### src/rtl/pipeline_ctrl.sv
// Central sequencer for the 5-stage pipeline: run/debug-step/halt control,
// load-use stall detection and branch/jump flush gating, plus cycle/stall counters.
module pipeline_ctrl #(
  parameter int RNBITS  = 5,
  parameter int CNTBITS = 32
) (
  input  logic               i_clk,
  input  logic               i_reset,
  input  logic               i_start,
  input  logic               i_mode,
  input  logic               i_step_req,
  input  logic               i_clear,
  input  logic               i_IDEX_MemRead,
  input  logic [RNBITS-1:0]  i_IDEX_Rt,
  input  logic [RNBITS-1:0]  i_IFID_Rs,
  input  logic [RNBITS-1:0]  i_IFID_Rt,
  input  logic               i_branch_taken,
  input  logic               i_jump_id,
  input  logic               i_halt_wb,
  output logic               o_step,
  output logic               o_pc_write,
  output logic               o_IFID_write,
  output logic               o_IFID_flush,
  output logic               o_IDEX_flush,
  output logic               o_halted,
  output logic [1:0]         o_state,
  output logic [CNTBITS-1:0] o_cycle_count,
  output logic [CNTBITS-1:0] o_stall_count
);

  typedef enum logic [2:0] {
    S_IDLE,
    S_RUN,
    S_STEPWAIT,
    S_STEP,
    S_HALTED
  } state_t;

  state_t state, state_next;
  logic   step_req_q;
  logic   step_edge;
  logic   hazard;
  logic   stall;

  assign step_edge = i_step_req & ~step_req_q;

  always_ff @(posedge i_clk) begin
    if (!i_reset) begin
      state      <= S_IDLE;
      step_req_q <= 1'b0;
    end else begin
      state      <= state_next;
      step_req_q <= i_step_req;
    end
  end

  always_comb begin
    state_next = state;
    case (state)
      S_IDLE:     if (i_start) state_next = i_mode ? S_STEPWAIT : S_RUN;
      S_RUN:      if (i_halt_wb) state_next = S_HALTED;
      S_STEPWAIT: if (step_edge) state_next = S_STEP;
      S_STEP:     state_next = i_halt_wb ? S_HALTED : S_STEPWAIT;
      S_HALTED:   if (i_clear) state_next = S_IDLE;
      default:    state_next = S_IDLE;
    endcase
  end

  assign hazard = i_IDEX_MemRead && (i_IDEX_Rt != '0) &&
                  ((i_IDEX_Rt == i_IFID_Rs) || (i_IDEX_Rt == i_IFID_Rt));

  // Branch flush outranks a stall, a stall outranks a jump; nothing fires without o_step.
  always_comb begin
    o_step       = (state == S_RUN) || (state == S_STEP);
    o_halted     = (state == S_HALTED);
    o_pc_write   = 1'b0;
    o_IFID_write = 1'b0;
    o_IFID_flush = 1'b0;
    o_IDEX_flush = 1'b0;
    stall        = 1'b0;
    case (state)
      S_RUN:      o_state = 2'b01;
      S_STEPWAIT: o_state = 2'b10;
      S_STEP:     o_state = 2'b11;
      default:    o_state = 2'b00;
    endcase
    if (o_step) begin
      if (i_branch_taken) begin
        o_IFID_flush = 1'b1;
        o_IDEX_flush = 1'b1;
        o_pc_write   = 1'b1;
        o_IFID_write = 1'b1;
      end else if (hazard) begin
        stall        = 1'b1;
        o_IDEX_flush = 1'b1;
      end else if (i_jump_id) begin
        o_IFID_flush = 1'b1;
        o_pc_write   = 1'b1;
        o_IFID_write = 1'b1;
      end else begin
        o_pc_write   = 1'b1;
        o_IFID_write = 1'b1;
      end
    end
  end

  // Counters restart whenever a new run or debug session is launched from IDLE.
  always_ff @(posedge i_clk) begin
    if (!i_reset) begin
      o_cycle_count <= '0;
      o_stall_count <= '0;
    end else if (state == S_IDLE && i_start) begin
      o_cycle_count <= '0;
      o_stall_count <= '0;
    end else begin
      if (o_step) o_cycle_count <= o_cycle_count + CNTBITS'(1);
      if (stall)  o_stall_count <= o_stall_count + CNTBITS'(1);
    end
  end

endmodule

### config.mk
export PLATFORM = sky130hd
export DESIGN_NAME = pipeline_ctrl
export DESIGN_NICKNAME = d
export VERILOG_FILES = /design/src/rtl/pipeline_ctrl.sv
export SDC_FILE = /design/constraint.sdc
export NUM_CORES = 1
export LEC_CHECK = 0
export CORE_ASPECT_RATIO = 1.1
export CORE_UTILIZATION = 31
export DETAILED_ROUTE_END_ITERATION = 6
export PLACE_DENSITY = 0.55
export SETUP_SLACK_MARGIN = 0.3
export SLEW_MARGIN = 20
export SYNTH_ARGS = -nofsm -noshare
export SYNTH_HDL_FRONTEND = slang
export SYNTH_SLANG_ARGS = --single-unit
export TNS_END_PERCENT = 1
### constraint.sdc
create_clock -name i_clk -period 2.6 [get_ports i_clk]
set_input_delay 0.52 -clock i_clk [delete_from_list [all_inputs] [get_ports i_clk]]
set_output_delay 0.52 -clock i_clk [all_outputs]
set_load 0.02 [all_outputs]
==> summary.txt <==
Status
  • Status: finished clean

Yosys
  • Post-synthesis async set-or-reset flop share: 0%
  • #FFs+latches synth: 68
  • Syn Nets: 455
  • Top FF cell, synth: dfxtp_1
  • Synth warn: 0
  • Distinct cells, synth: 51
  • Sequential area share after synthesis: 37.5%
  • Number of synthesized flops with an enable pin: 0
  • Syn Inst Count: 428
  • Syn avg cell area: 8.49 um2
  • Synthesized cell area: 3630 um2

STA
  • RSZ-0062 raised after global routing: true
  • Peak Freq: 421 MHz
  • PnR worst setup slack: 0.222 ns
  • Period minus WS final: 2.38 ns
  • Setup TNS: 0 ns
  • Final Hold Vio Count: 0
  • Actual slew at the worst max-slew pin: 0.588 ns
  • Worst clock skew: 0.00654 ns
  • Max Slew Vio Count: 0
  • Relative slew slack: 60.4%
  • Final count of negative-setup-slack endpoints: 0
  • Final Cycle Share: 91.5%

Pwr
  • Peak supply drop: 0.283 mV
  • Pwr/cell area: 551 nW/um2
  • Total Power: 0.00286 W
  • Leak pwr: 1.72 nW

Final layout
  • N_diodes: 0
  • Finished Cell Area: 5200 um2
  • Layout cell share with drive strength beyond 1: 12.9%
  • Area Overhead vs Synth: 43.1%
  • Finished Layout Cells: 691
  • Layout Nets: 563

Clocking
  • H-tree depth: 3
  • Clock buffer depth: 2
  • Worst-path clk slew: 0.05 ns
  • CTS sink count: 68
  • Inserted Clock Buffers: 9
  • Clock latency on the worst-skew pair: 0.33 ns
  • TritonCTS clock tree: done
  • Clk root buf: clkbuf_16

GRT
  • Remaining Overflow, GRT: 0
  • Number of antenna violations at the first check in global routing: 0
  • Pin count of the biggest net entering global routing: 33
  • Vias in the first global route: 3,312
  • First-pass GRT wire length: 16,000 um
  • All-Layer GR Usage: 16.2%

Detailed routing
  • DRT Pass-1 Iters: 6
  • Routed Antenna Nets: 0
  • Drt drc: 0
  • Via count: 3,615
  • Drt via density: 5.23
  • Wire per inst: 14.0 um
  • DRT iter0 DRCs: 154
  • WL final: 9690 um

Placement
  • Placed Cells: 674
  • Detailed Place HPWL: 7000 um
  • Port Buf Inserts: 96
  • DP Area: 4880 um2
  • Worst slack, placed: -0.577 ns
  • Final GP Congestion: 0.842

Setup path
  • R2r setup slk: 0.38 ns
  • Reg-to-reg endpoint: o_stall_count[14]
  • Kind of critical path: in2out
  • Setup crit end kind: output pin
  • R2R Path Start: o_stall_count[0]
  • CP max FO: 3
  • Worst EP required: 2.08 ns
  • Critical path arrival: 1.86 ns
  • R2R depth: 6
  • Worst setup SP type: input pin

Floorplanning
  • Initial Utilization: 31.8%
  • Die Y: 116 um
  • Die area: 12,200 um2
  • I/O pins: 97
  • Core outline area: 11,400 um2
  • Rows: 41
  • Width of the chip: 105 um

Run
  • Max Cap Violations: 0

Worst hold path
  • Hold Path Class: reg2reg
  • End point of the worst hold path: o_stall_count[31]
  • Min-Delay Startpoint: o_stall_count[31]
  • Worst Hold Depth: 2
power by group:
group	internal, W	switching (W)	leakage (nW)	total, W
registers	0.00107	0.0000518	0.549	0.00112
clock network	0.000673	0.000463	0.132	0.00114
logic	0.000259	0.000350	1.04	0.000609
total	0.00200	0.000866	1.72	0.00286
cells in the mapped netlist (all sizes together) (10+ instances only):
library cell  number  share of area, %
a21oi             31               4.3
nand2             26               2.7
clkbuf            13               1.3
nor3              10               1.4
xnor2             21               5.1
xor2              19               4.6
o31ai             21               4.3
nand3             25               3.4
buf               10               1.8
or4               23               4.8
inv               11               1.1
dfxtp             68                37
nand4             17               3.3
nor2              46               4.9
nor4              16               3.9
worst max-delay path: stages:
cell           delay (ns)
dlygate4sd2_1        0.24
or4_4                0.55
o21ai_4              0.18
nor2_2               0.05
o21a_1               0.18
buf_6                0.13
cells in the final DEF (no fill, tap or decap), types with 11 or more instances in the layout:
cell             instances
nand2_1                 26
nor4_1                  11
o31ai_1                 21
clkdlybuf4s50_1         79
nand3_1                 25
xor2_1                  19
dfxtp_1                 67
or4_1                   22
inv_1                   11
a21oi_1                 31
nor2_1                  42
nand4_1                 15
xnor2_1                 21
buf_4                   27
cell type report:
| type | instances | area (um2) |
|---|---|---|
| Fill cell | 1137 | 6240 |
| Multi-Input combinational cell | 324 | 2160 |
| Sequential cell | 68 | 1360 |
| Timing Repair Buffer | 121 | 1170 |
| Clock buffer | 11 | 243 |
| Tap cell | 150 | 188 |
| Inverter | 12 | 45.0 |
| Clock inverter | 5 | 37.5 |
worst max-delay path by stage:
| stage | startpoint | to | cells after the start |
|---|---|---|---|
| 2_1_floorplan | i_IDEX_Rt[1] | o_IFID_flush | 4 |
| 3_3_place_gp | i_IDEX_Rt[1] | o_IFID_flush | 6 |
| 3_5_place_dp | i_IDEX_Rt[1] | o_IFID_flush | 6 |
| 4_1_cts | i_IDEX_Rt[3] | o_IDEX_flush | 6 |
| 5_1_grt | i_IDEX_Rt[3] | o_IDEX_flush | 6 |
| 6_report | i_IDEX_Rt[3] | o_IDEX_flush | 6 |
kinds of logic (layout without fill, tap and decap cells):
family	Yosys count	after routing	synth area share, %
and+or+nand+nor	202	202	32.5
AOI/OAI and AO/OA	77	77	14.3
DFF	68	68	37.5
xor gates and xnor gates	40	40	9.64
buffers and inverters	36	149	4.61
muxes	3	3	0.861
adders and majority gates	2	2	0.688
sequential cells by signal (all words and copies together) (netlist names):
register	flops
o_cycle_count	32
step_req_q	1
o_stall_count	32
state	3
what timing repair did:
| action | 4_1_cts | 5_1_grt |
|---|---|---|
| pin swaps | 4 | 9 |
| setup buffers | 1 | 0 |
| hold buffers | 0 | 0 |
| resized for setup | 28 | 13 |
| setup endpoints to repair | 29 | 33 |
per-layer routing:
metal	up-vias	track usage (%)	routed length, um
met5	-	0	0
met4	0	5.63	152
li1	1813	-	-
met3	12	3.99	523
met2	104	27.1	4600
met1	1686	20.5	4410
per-stage QoR:
step                      hold WS (ns)  utilization (%)
after floorplan                  0.551                -
after global placement           0.467             42.6
after detailed placement         0.480             42.6
after CTS                        0.487             45.1
after global routing             0.522             45.5
final                            0.486             45.5
Power figures use the tool's default switching activity.
